**config.mk**
```make
export PLATFORM = sky130hd
export DESIGN_NAME = bcd_operand_entry
export DESIGN_NICKNAME = d
export VERILOG_FILES = /design/src/rtl/bcd_operand_entry.sv
export SDC_FILE = /design/constraint.sdc
export NUM_CORES = 1
export LEC_CHECK = 0
export ABC_AREA = 1
export BUFFER_PORTS_ARGS = -buffer_cell sky130_fd_sc_hd__buf_2
export CORE_UTILIZATION = 65
export DETAILED_ROUTE_END_ITERATION = 10
export PLACE_DENSITY = 0.95
export SYNTH_ARGS = -nofsm -noshare
export SYNTH_HDL_FRONTEND = slang
export SYNTH_SLANG_ARGS = --single-unit
```
**constraint.sdc**
```tcl
create_clock -name clk -period 5.42 [get_ports clk]
set_input_delay 0.271 -clock clk [delete_from_list [all_inputs] [get_ports clk]]
set_output_delay 0.271 -clock clk [all_outputs]
set_load 0.02 [all_outputs]
```
**src/rtl/bcd_operand_entry.sv**
```systemverilog
// Keypad-style BCD operand entry: debounced buttons, 3-digit collection, serial BCD-to-binary.
// Optional ENTRY_SAT_EN: overflow saturates operand to 255 and still strobes op_valid.
module bcd_operand_entry #(
  parameter int DEBOUNCE_CYCLES = 50000
) (
  input  logic        clk,
  input  logic        rst_n,
  input  logic [3:0]  digit_in,
  input  logic        btn_push,
  input  logic        btn_enter,
  input  logic        btn_clear,
  output logic [7:0]  operand,
  output logic        op_valid,
  output logic        busy,
  output logic        err,
  output logic [11:0] digits,
  output logic [1:0]  ndig
);

  localparam int CW = $clog2(DEBOUNCE_CYCLES + 1);
  localparam logic [CW-1:0] CNT_LAST = CW'(DEBOUNCE_CYCLES - 1);

  typedef enum logic [1:0] {
    ENTRY,
    CONVERT,
    DONE
  } state_t;

  logic [2:0]    raw;
  logic [2:0]    stable;
  logic [2:0]    ev;
  logic [CW-1:0] cnt [3];
  logic          ev_push;
  logic          ev_enter;
  logic          ev_clear;

  assign raw      = {btn_clear, btn_enter, btn_push};
  assign ev_push  = ev[0];
  assign ev_enter = ev[1];
  assign ev_clear = ev[2];

  // ev is registered in the same edge that flips stable 0->1
  always_ff @(posedge clk or negedge rst_n) begin
    if (!rst_n) begin
      stable <= '0;
      ev     <= '0;
      for (int i = 0; i < 3; i++) cnt[i] <= '0;
    end else begin
      for (int i = 0; i < 3; i++) begin
        ev[i] <= 1'b0;
        if (raw[i] == stable[i]) begin
          cnt[i] <= '0;
        end else if (cnt[i] == CNT_LAST) begin
          cnt[i]    <= '0;
          stable[i] <= raw[i];
          ev[i]     <= raw[i];
        end else begin
          cnt[i] <= cnt[i] + 1'b1;
        end
      end
    end
  end

  state_t      state;
  state_t      state_n;
  logic [9:0]  acc;
  logic [9:0]  acc_n;
  logic [9:0]  acc_step;
  logic [1:0]  k;
  logic [1:0]  k_n;
  logic [3:0]  slot;
  logic [11:0] digits_n;
  logic [1:0]  ndig_n;
  logic [7:0]  operand_n;
  logic        op_valid_n;
  logic        err_n;

  always_comb begin
    slot = 4'd0;
    unique case (k)
      2'd0:    slot = digits[11:8];
      2'd1:    slot = digits[7:4];
      2'd2:    slot = digits[3:0];
      default: slot = 4'd0;
    endcase
  end

  // acc <= 99 before the last step, so 10 bits never wrap
  assign acc_step = acc * 10'd10 + {6'd0, slot};

  always_comb begin
    state_n    = state;
    digits_n   = digits;
    ndig_n     = ndig;
    acc_n      = acc;
    k_n        = k;
    operand_n  = operand;
    op_valid_n = 1'b0;
    err_n      = err;
    unique case (state)
      ENTRY: begin
        if (ev_clear) begin
          digits_n = '0;
          ndig_n   = '0;
          err_n    = 1'b0;
        end else if (ev_enter) begin
          acc_n   = '0;
          k_n     = '0;
          state_n = CONVERT;
        end else if (ev_push && digit_in <= 4'd9 && ndig != 2'd3) begin
          digits_n = {digits[7:0], digit_in};
          ndig_n   = ndig + 2'd1;
        end
      end
      CONVERT: begin
        if (ev_clear) begin
          state_n  = ENTRY;
          digits_n = '0;
          ndig_n   = '0;
          acc_n    = '0;
          k_n      = '0;
        end else begin
          acc_n = acc_step;
          k_n   = k + 2'd1;
          if (k == 2'd2) begin
            k_n     = '0;
            state_n = DONE;
            if (acc_step <= 10'd255) begin
              operand_n  = acc_step[7:0];
              op_valid_n = 1'b1;
            end else begin
              err_n = 1'b1;
`ifdef ENTRY_SAT_EN
              operand_n  = 8'd255;
              op_valid_n = 1'b1;
`endif
            end
          end
        end
      end
      DONE: begin
        state_n  = ENTRY;
        digits_n = '0;
        ndig_n   = '0;
      end
      default: state_n = ENTRY;
    endcase
  end

  always_ff @(posedge clk or negedge rst_n) begin
    if (!rst_n) begin
      state    <= ENTRY;
      digits   <= '0;
      ndig     <= '0;
      acc      <= '0;
      k        <= '0;
      operand  <= '0;
      op_valid <= 1'b0;
      err      <= 1'b0;
      busy     <= 1'b0;
    end else begin
      state    <= state_n;
      digits   <= digits_n;
      ndig     <= ndig_n;
      acc      <= acc_n;
      k        <= k_n;
      operand  <= operand_n;
      op_valid <= op_valid_n;
      err      <= err_n;
      busy     <= (state_n != ENTRY);
    end
  end

endmodule

```
Word level (Yosys, flattened, before mapping). Cells that the tools add are included.

Bits of input ports: 9. Output and inout bits: 25. Logic and storage cells: 109. Flip-flop bits (word level): 93.

Multiply operators: 1. Multiplexer cells: 46. $lt $le $gt $ge: 2. Add/subtract/negate cells: 6. Equality and inequality tests: 20. Reductions and logical operators: 14. Bitwise logic cells: 4.

Operators by type and width (number): $mux W16 (6); $add A16 B1 Y16 const B (3); $eq A16 B16 Y1 const B (3); $mux W12 (4); $pmux W12 S3 (1); $mux W10 (3); $mux W2 (12); $pmux W10 S2 (1); $ne A2 B2 Y1 const B (8); $mux W1 (14); $pmux W4 S3 (1); $add A10 B4 Y10 (1); $le A10 B8 Y1 const B (1); $mul A10 B3 Y9 const B (1); $pmux W2 S2 (2); $reduce_and A4 Y1 (2); $ne A3 B3 Y1 const B (2); $pmux W2 S3 (1); $reduce_and A2 Y1 (3); $reduce_and A5 Y1 (1); $add A2 B1 Y2 const B (2); $eq A2 B1 Y1 const B (2); $eq A2 B2 Y1 const B (2); $le A4 B4 Y1 const B (1); 8 further kinds (16).

Depth between registers and ports, before layout.
Word-level depth: 8. Depth in mapped cells: 19.

Least setup slack after synthesis. Ideal clock, no wire load.

Path kind: reg2reg. Start point: register acc[1]. End point: register operand[7]. Stages on the path, launching flop included: 18. Clock period less this slack: 2.593 ns. Buffers on the path: 1. Required time: 5.302 ns. Arrival time: 2.475 ns. Setup slack: 2.827 ns. Path through: dfrtp_1 -> ha_1 -> ha_1 -> fa_1 -> nand2_1 -> inv_1 -> nand3_1 -> nand2_1 -> nand2_1 -> nor2_1 -> nand2_1 -> nand2_1 -> nand3_2 -> inv_2 -> nand2_4 -> buf_6 -> nand2_2 -> o21ai_2.

Word-level cells in the longest chain between the ends: 4.

Ends and longest elaborated chain: from (decl) (RTL line 66) `logic [9:0] acc;`; from (signal assigned) (RTL line 165) `acc <= acc_n;`; $mul A10 B3 Y9 (*) (RTL line 89) `assign acc_step = acc * 10'd10 + {6'd0, slot};`; $add A10 B4 Y10 (*) (RTL line 89); $le A10 B8 Y1 (RTL line 128) `if (acc_step <= 10'd255) begin`; $reduce_and A4 Y1 (no source line); to (signal assigned) (RTL line 167) `operand <= operand_n;`; to (decl) (RTL line 12) `output logic [7:0] operand,`.

Mark *: on every way between the ends. The rest lies on a longest branch, timed or not. A chain may end at the register's enable or synchronous reset.

Worst setup path in the final report.
Start point: register acc[1]. End point: register operand[3].

The elaborated chain is that of the path after synthesis.

==> results.py <==
metrics = {
    "global_route": {
        "grt_overflow": 0,
        "grt_pass1_wl_um": 17430,
        "antenna_found_initial": 0,
        "grtUsageTotal_pct": 28.75,
        "grt_max_degree": 75,
        "grt_pass1_vias": 3898,
    },
    "logic_synthesis": {
        "synth_area_per_cell_um2": 8.447,
        "synth_nets": 618,
        "synthAdderAreaFrac_pct": 6.117,
        "yosys_warnings": 0,
        "netlist-cell-type-count": 41,
        "synthFlopType": "dfrtp_1",
        "synth-edff-count": 0,
        "seq_area_frac_synth_pct": 46.51,
        "muxShareOfSynthArea_pct": 0.2275,
        "synth_top_family_by_area": "simple AND/OR/NAND/NOR gates",
        "syn-cell-area_um2": 4950,
        "syn_inst": 586,
        "synth-xor-area-share_pct": 3.185,
        "synth_compound_area_share_pct": 10.52,
        "ys_ff_latch": 92,
        "yosys.area_share.simple_pct": 26.67,
        "async_flop_share_pct": 100.0,
    },
    "placed_design": {
        "placedCellCount": 714,
        "hpwl_um": 7619,
        "gp_congestion": 0.9120,
        "dpl_worst_slack_ps": 2606,
        "io_buffers": 33,
    },
    "setup_path": {
        "startpoint_type": "flip-flop",
        "max_stage_delay_ps": 570,
        "r2r-start": "acc[1]$_DFFE_PN0P_",
        "reg2regPathDepth": 16,
        "cp_top_family": "adder cells",
        "crit_arrival_ps": 3130,
        "critPathMostFrequentCell": "nand2_1",
        "cp_cell_sequence": "ha_1, ha_1, fa_1, nand2_1, inv_1, nand3_1, nand2_1, nand2_1, nor2_1, nand2_1, nand2_1, nand3_2, inv_2, nand2_4, nand2_1, o21ai_2",
        "setup.worst_path.start": "acc[1]$_DFFE_PN0P_",
        "end_kind": "flip-flop",
        "required_ps": 5670,
        "cp_max_fo": 17,
        "path_buf_inv": 2,
        "path_depth": 16,
        "critPathKind": "reg -> reg",
        "crit_slowest_cell": "fa_1",
    },
    "final_layout": {
        "layout_common_cells": "nand2_1 (123), dfrtp_1 (92), inv_1 (77)",
        "drive_above_1_share_pct": 15.51,
        "nets": 659,
        "final_common_cell": "nand2_1",
        "stdcell_count": 731,
        "syn_to_final_growth_pct": 9.555,
        "fillCellCount": 523,
        "num_antenna_cells": 0,
    },
    "timing": {
        "setup_viol": 0,
        "hold_ws_ps": 127.7,
        "worst_slew_pin_slew_ps": 885.9,
        "hold_viol": 0,
        "layout_setup_ws_ps": 2541,
        "rsz0062_at_grt": "false",
        "fin_skew_ps": 17.33,
        "max_freq_ghz": 0.3473,
        "finalCritPeriodShare_pct": 53.12,
        "fin_setup_tns_ps": 0,
        "slew_headroom_pct": 40.94,
        "finalCriticalPeriod_ps": 2879,
        "finalMaxSlewViolations": 0,
    },
    "clocking": {
        "cts_root_buffer": "clkbuf_8",
        "clk-insertion-delay-late_ps": 380,
        "cts_sinks": 92,
        "cts_tree": "done",
        "clk_pin_slew_ps": 110,
        "max-clock-path-buffers": 2,
        "cts_resized": 0,
        "cts_inserted_buffers": 9,
        "h-tree-depth": 3,
    },
    "worst_hold_path": {
        "hold_depth": 2,
        "min_path_type": "in -> reg",
        "hold_start": "digit_in[0]",
    },
    "detailed_routing": {
        "drtIter0Drc": 247,
        "vias": 4102,
        "ant_nets": 0,
        "drt-total-wl_um": 10550,
        "wl_per_cell_um": 14.43,
        "via_per_inst": 5.611,
        "firstDrtPassIters": 4,
        "drc_errors": 0,
    },
    "floorplan": {
        "start_util_pct": 67.88,
        "dieArea_um2": 7968,
        "pin_count": 34,
        "rows": 31,
        "fp.dieH_um": 89.27,
        "die_x_um": 89.27,
        "coreArea_um2": 7292,
    },
    "pwr": {
        "peakVddDrop_mv": 0.2433,
        "leakage_nw": 2.678,
        "finalPower_mw": 1.933,
        "powerDensity_nw_per_um2": 356.5,
    },
    "flow_run": {
        "maxCapViolCount": 0,
    },
    "run_status": {
        "status": "finished, final reports clean",
    },
}
Yosys cell counts (2+ instances only):
master / count / share of area (%)
nor4_2: 2 / 0.51
or2_2: 3 / 0.38
nor3b_1: 3 / 0.45
nor3_1: 14 / 1.4
clkbuf_1: 3 / 0.23
nand4_1: 5 / 0.63
o21ai_0: 40 / 4.0
nor2_1: 62 / 4.7
nand3_1: 30 / 3.0
inv_1: 77 / 5.8
a21oi_1: 20 / 2.0
nand2_2: 2 / 0.25
o21ai_2: 8 / 1.4
nand3_2: 3 / 0.61
nor4_1: 8 / 1.0
a22o_1: 5 / 0.88
fa_1: 2 / 0.81
nor2_2: 9 / 1.1
o22ai_1: 6 / 0.76
o221ai_1: 3 / 0.53
nand2_4: 4 / 0.91
dfrtp_1: 92 / 47
nand2_1: 123 / 9.3
nor3b_2: 2 / 0.51
ha_1: 21 / 5.3
xor2_1: 11 / 1.9
inv_2: 5 / 0.38
xnor2_1: 7 / 1.2
nor3_2: 4 / 0.81
report_power, final:
group          switching [mW]  total (mW)  internal [mW]
combinational           0.417       0.635          0.218
clock                   0.274       0.453          0.179
sequential             0.0733       0.845          0.772
worst paths after layout:
path / endpoint / slack (ps)
worst max-delay path: operand[3]$_DFFE_PN0P_ / 2540
worst min-delay path: digits[0]$_DFFE_PN0P_ / 130
worst max register to register: operand[3]$_DFFE_PN0P_ / 2540
worst min register to register: cnt[16]$_DFF_PN0_ / 490
max in group asynchronous: cnt[40]$_DFF_PN0_ / 3980
min in group asynchronous: digits[8]$_DFFE_PN0P_ / 280
metrics by stage:
step,instance area (um^2),util (%)
final,5423,74.37
after global routing,5423,74.37
after CTS,5423,74.37
after detailed placement,5221,71.60
after global placement,5221,71.60
after floorplan,4950,-
flip-flops by register name, indices dropped and copies added, names as in the netlist:
register	count
acc	9
busy	1
cnt	48
digits	12
err	1
ev	3
k	2
ndig	2
op_valid	1
operand	8
stable	3
state	2
area by class of cell:
| cell class | count | area (um^2) | share of cell area (%) |
|---|---|---|---|
| timing repair buffer | 35 | 185.2 | 3.415 |
| clock inverter | 7 | 67.56 | 1.246 |
| sequential | 92 | 2302 | 42.46 |
| tap | 99 | 123.9 | 2.284 |
| clock buffer | 9 | 123.9 | 2.284 |
| multi-input combinational | 407 | 2312 | 42.64 |
| inverter | 82 | 307.8 | 5.676 |
cells by family after synthesis:
| logic type | count (synthesis) |
|---|---|
| and+or+nand+nor | 278 |
| DFF | 92 |
| AOI/OAI and AO/OA | 87 |
| buffers and inverters | 87 |
| adders and majority gates | 23 |
| xor gates and xnor gates | 18 |
| muxes | 1 |
metal layers:
layer | GRT usage [%] | wire (um) | vias up
met5 | 0 | 0 | -
met4 | 8.658 | 222 | 0
met3 | 5.633 | 504 | 23
met2 | 50.66 | 5369 | 128
met1 | 36.02 | 4451 | 1960
li1 | - | - | 1991
repair_timing:
item	4_1_cts	5_1_grt
endpoints found under the hold margin	18	0
setup endpoints to repair	0	0
buffers inserted	0	0
hold buffers	1	0
Note: power is estimated with default switching activity, not from simulation.
